### src/rtl/serial_subtractor_if.sv
// serial_subtractor_if: start/done handshake, operands and results of the serial subtractor
interface serial_subtractor_if #(parameter int WIDTH = 4);
  logic start;
  logic [WIDTH-1:0] A;
  logic [WIDTH-1:0] B;
  logic Bin;
  logic busy;
  logic done;
  logic [WIDTH-1:0] Diff;
  logic Bout;
  logic V;
  modport master(output start, A, B, Bin, input busy, done, Diff, Bout, V);
  modport slave(input start, A, B, Bin, output busy, done, Diff, Bout, V);
endinterface

### src/rtl/serial_subtractor.sv
// serial_subtractor: bit-serial A - B - Bin, one bit per cycle LSB first, start/done handshake
module serial_subtractor #(
  parameter int WIDTH = 4
) (
  input logic clk,
  input logic rst_n,
  serial_subtractor_if.slave bus
);
  localparam int CW = $clog2(WIDTH);
  typedef enum logic {IDLE, RUN} state_t;
  state_t state, state_n;
  logic [WIDTH-1:0] a_sr, b_sr, res, res_n;
  logic [CW-1:0] cnt;
  logic br, br_n, d, a_msb, b_msb, go, last;
  // FSM state register
  always_ff @(posedge clk or negedge rst_n)
    if (!rst_n) state <= IDLE;
    else state <= state_n;
  // full-subtract cell on the operand LSBs and next-state decode
  always_comb begin
    d = a_sr[0] ^ b_sr[0] ^ br;
    br_n = (~a_sr[0] & b_sr[0]) | (~(a_sr[0] ^ b_sr[0]) & br);
    res_n = {d, res[WIDTH-1:1]};
    go = state == IDLE && bus.start;
    last = state == RUN && cnt == CW'(WIDTH - 1);
    state_n = go ? RUN : last ? IDLE : state;
  end
  // operand shift registers, borrow, bit counter and registered results
  always_ff @(posedge clk or negedge rst_n)
    if (!rst_n) begin
      a_sr <= '0;
      b_sr <= '0;
      res <= '0;
      br <= 1'b0;
      cnt <= '0;
      a_msb <= 1'b0;
      b_msb <= 1'b0;
      bus.busy <= 1'b0;
      bus.done <= 1'b0;
      bus.Diff <= '0;
      bus.Bout <= 1'b0;
      bus.V <= 1'b0;
    end else begin
      bus.done <= last;
      if (go) begin
        a_sr <= bus.A;
        b_sr <= bus.B;
        br <= bus.Bin;
        cnt <= '0;
        a_msb <= bus.A[WIDTH-1];
        b_msb <= bus.B[WIDTH-1];
        bus.busy <= 1'b1;
      end else if (state == RUN) begin
        a_sr <= a_sr >> 1;
        b_sr <= b_sr >> 1;
        br <= br_n;
        res <= res_n;
        cnt <= last ? '0 : cnt + 1'b1;
        if (last) begin
          bus.Diff <= res_n;
          bus.Bout <= br_n;
          bus.V <= (a_msb ^ b_msb) & (a_msb ^ d);
          bus.busy <= 1'b0;
        end
      end
    end
endmodule

### src/flat_wrapper.sv
// flat-port wrapper written by rule: the top's interface ports become plain ports
module serial_subtractor_flat 
#(
  parameter int WIDTH = 4
)
  (clk, rst_n, bus_start, bus_A, bus_B, bus_Bin, bus_busy, bus_done, bus_Diff, bus_Bout, bus_V);
  serial_subtractor_if #(.WIDTH(WIDTH)) bus_i ();
  input logic clk;
  input logic rst_n;
  input wire logic [$bits(bus_i.start)-1:0] bus_start;
  input wire logic [$bits(bus_i.A)-1:0] bus_A;
  input wire logic [$bits(bus_i.B)-1:0] bus_B;
  input wire logic [$bits(bus_i.Bin)-1:0] bus_Bin;
  output wire logic [$bits(bus_i.busy)-1:0] bus_busy;
  output wire logic [$bits(bus_i.done)-1:0] bus_done;
  output wire logic [$bits(bus_i.Diff)-1:0] bus_Diff;
  output wire logic [$bits(bus_i.Bout)-1:0] bus_Bout;
  output wire logic [$bits(bus_i.V)-1:0] bus_V;
  assign bus_i.start = bus_start;
  assign bus_i.A = bus_A;
  assign bus_i.B = bus_B;
  assign bus_i.Bin = bus_Bin;
  assign bus_busy = bus_i.busy;
  assign bus_done = bus_i.done;
  assign bus_Diff = bus_i.Diff;
  assign bus_Bout = bus_i.Bout;
  assign bus_V = bus_i.V;
  serial_subtractor #(.WIDTH(WIDTH)) u_core (.clk(clk), .rst_n(rst_n), .bus(bus_i));
endmodule
### config.mk
export PLATFORM = sky130hd
export DESIGN_NAME = serial_subtractor_flat
export DESIGN_NICKNAME = d
export VERILOG_FILES = /design/src/rtl/serial_subtractor_if.sv /design/src/rtl/serial_subtractor.sv /design/src/flat_wrapper.sv
export SDC_FILE = /design/constraint.sdc
export NUM_CORES = 1
export LEC_CHECK = 0
export ABC_AREA = 1
export BUFFER_PORTS_ARGS = -buffer_cell sky130_fd_sc_hd__buf_2
export CORE_MARGIN = 3
export CORE_UTILIZATION = 32
export CTS_CLUSTER_DIAMETER = 50
export DETAILED_ROUTE_END_ITERATION = 6
export GPL_ROUTABILITY_DRIVEN = 1
export PLACE_DENSITY = 0.63
export SETUP_SLACK_MARGIN = 0.05
export SKIP_CTS_REPAIR_TIMING = 1
export SYNTH_ARGS = -nofsm -noshare
export SYNTH_HDL_FRONTEND = slang
export SYNTH_SLANG_ARGS = --single-unit
### constraint.sdc
create_clock -name clk -period 3.8 [get_ports clk]
set_input_delay 0 -clock clk [delete_from_list [all_inputs] [get_ports clk]]
set_output_delay 0 -clock clk [all_outputs]
set_load 0.005 [all_outputs]
==> metrics.txt <==
largest net degree at the start of global routing=26; vias in the first global route=a little under 700; Total GRT Usage=a little under a tenth; Slew headroom=between 60 and 70%; HP Class=in -> reg; Critical Path Source Type=flip-flop; fin crit period=around 1300 ps; H-tree level count=1; MaxCap Viol Count=0; cells along the critical path=inv_1 > fa_1 > inv_1 > nand2_1 > nand3_1 > nand2_1; CTS tree=built; die area=roughly 4000 um2; met3 Use GR=3.92%; Die Y=63.2 um; drt pass-1 iters=4; area of the core=just over 3000 um2; Synth Area in Compound Gates=under 10%; DR vias/cell=between 4 and 5; placed instance count=~170; Worst-Skew Late Latency=310 ps; Detailed Route Iter0 Violations=31; status=completed; Root Buffer=clkbuf_4; mapped cell area=about 1000 um2; fin. max-slew vios=0; leakage power=0.649 nW; Critical path buffers and inverters=2; WHS=approximately 19 ps; post-DP HPWL=between 1000 and 1500 um; Post-synth EDFFs=0; Fin Setup TNS=0 ps; slowest CP cell=fa_1; multi-input logic area=340 um2; area grow syn2layout=24.2%; Setup crit end kind=flip-flop; fin crit share=35.2%; CTS clk-pin slew, worst paths=around 130 ps; DR WL/cell=approximately 10 um; max incr delay on CP=~590 ps; Synth Warn #=0; row count=20; CP required=around 4000 ps; post-route ant nets=0; Max IR drop VDD=approximately 0.32 mV; grt met2 use=between 10% and 20%; Worst Clk Skew=about 6.2 ps; Most Used Layer, Global Route=met2; layout cells sized above 1=20.4%; Post-Syn Area per Cell=9.34 um2; main flop type after synthesis=dfrtp_1; Synth Instances=~110; Seq. cell area=between 600 and 700 um2; most common library cells after synthesis=nand2_1, dfrtp_1, inv_1; Fill cells=between 300 and 400; post-route insts no fill=about 190; measured slew at the worst slew-check pin=between 500 and 600 ps; layout net count=~160; Via Count=between 700 and 800; clock tree sinks=25; GR Overflow Total=0; RD Place Congestion=just under 0.8; Max FO, Critical Path=3; dominant cell type by area after synthesis=dfrtp_1; initial antenna violation count=0; final wirelength=approximately 1900 um; largest family of logic cells by synthesized area=simple AND/OR/NAND/NOR gates; die width=about 63 um; Max Freq=748 MHz; Num CTS Buffers=3; Clock Path Buffers=2; unrepaired setup endpoints after global routing=no; CP arrival=1600 ps; Synth top area share=between 50% and 60%; Fin. Hold Viols=0; final core utilization=between 40% and 50%; number of distinct library cells after synthesis=19; XOR/XNOR Fraction of Synth Area=0%; syn_nets=about 130; ys async rst share=between 90% and 100%; initial core utilization=roughly 34%; Synth area leaders=dfrtp_1, nand2_1, inv_1, o21ai_1, nand3_1; DRC Markers=0; pwr dens=698 nW/um2; Seq/Total Area, Yosys=between 50% and 60%; simple-gate share of the synthesized area=20.6%; largest delay contributor family on the critical path=adder cells; first-pass GRT wire length=around 3000 um; ant diodes=0; Adder-Cell Fraction of Synth Area=a little over 3%; #FFs+latches synth=25; Port Buffers=19; post-synthesis mux area share=0%; final setup vio count=0; GRT met1 Usage=12.4%; most frequent cell after synthesis=nand2_1; I/O pin total=20; Setup CP Type=reg -> reg
metrics by stage:
stage / area (um2) / total power, mW / worst slack (ps)
2_1_floorplan: 1050 / 0.703 / 2590
3_3_place_gp: 1170 / 0.787 / 2510
3_5_place_dp: 1170 / 0.795 / 2500
4_1_cts: 1200 / 0.910 / 2460
5_1_grt: 1300 / 1.00 / 2350
6_report: 1300 / 0.906 / 2460
routing by layer:
metal / wire length [um] / share of wire, % / up-vias
met5: 0 / 0 / -
met2: 868 / 46 / 22
li1: - / - / 406
met3: 118 / 6.2 / 2
met4: 12 / 0.63 / 0
met1: 895 / 47 / 346
state kept, by name, indices dropped and copies added (netlist names), 2 cells and up:
| register | count |
|---|---|
| u_core.res | 3 |
| u_core.b_sr | 4 |
| u_core.a_sr | 4 |
| u_core.cnt | 2 |
| u_core.bus.Diff | 4 |
logic make-up (layout without fill, tap and decap cells):
family | count (synthesis) | after routing
and+or+nand+nor | 51 | 51
DFF | 25 | 25
buffers and inverters | 18 | 48
AOI/OAI and AO/OA | 16 | 16
adders and majority gates | 2 | 2
worst min-delay path: stages:
cell and delay [ps]:
buf_2 130, nor2_4 80, nand2_1 60, nand2_1 40
power by group:
group          total, mW  switching, mW  leakage (nW)  internal (mW)
Clock              0.114         0.0727        0.0150         0.0410
Sequential         0.458         0.0782         0.316          0.380
Combinational      0.334          0.187         0.319          0.147
Total              0.906          0.338         0.649          0.568
cell type report:
| type | count | area share, % |
|---|---|---|
| tap | 44 | 4.24 |
| timing repair buffer | 29 | 15.0 |
| multi-input combinational | 69 | 26.2 |
| clock buffer | 4 | 2.02 |
| inverter | 15 | 4.34 |
| sequential | 25 | 48.2 |
final timing paths:
check                                             from                        endpoint  slack, ps  cells after the start
hold reg to reg            u_core.bus.busy$_DFFE_PN0P_     u_core.bus.busy$_DFFE_PN0P_        480                      2
hold / removal                               bus_start       u_core.cnt[1]$_DFFE_PN0P_         20                      4
setup reg to reg            u_core.b_sr[0]$_DFFE_PN0P_        u_core.bus.V$_DFFE_PN0P_       2460                      6
max in group asynchronous                        rst_n  u_core.bus.Diff[2]$_DFFE_PN0P_       3260                      2
setup / recovery            u_core.b_sr[0]$_DFFE_PN0P_        u_core.bus.V$_DFFE_PN0P_       2460                      6
min in group asynchronous                        rst_n      u_core.a_sr[3]$_DFFE_PN0P_        180                      2
cells in the final DEF, fill, tap and decap left out, drive strengths merged, types with 3 or more instances in the layout:
cell type	Yosys	layout
dfrtp	25	25
inv	14	14
o21ai	11	11
o211ai	3	3
nand3	5	5
nor2	5	5
nand2	41	41
buf	3	19
dlygate4sd3	0	10
clkbuf	0	4
No activity file was read; power rests on OpenSTA's default activity.
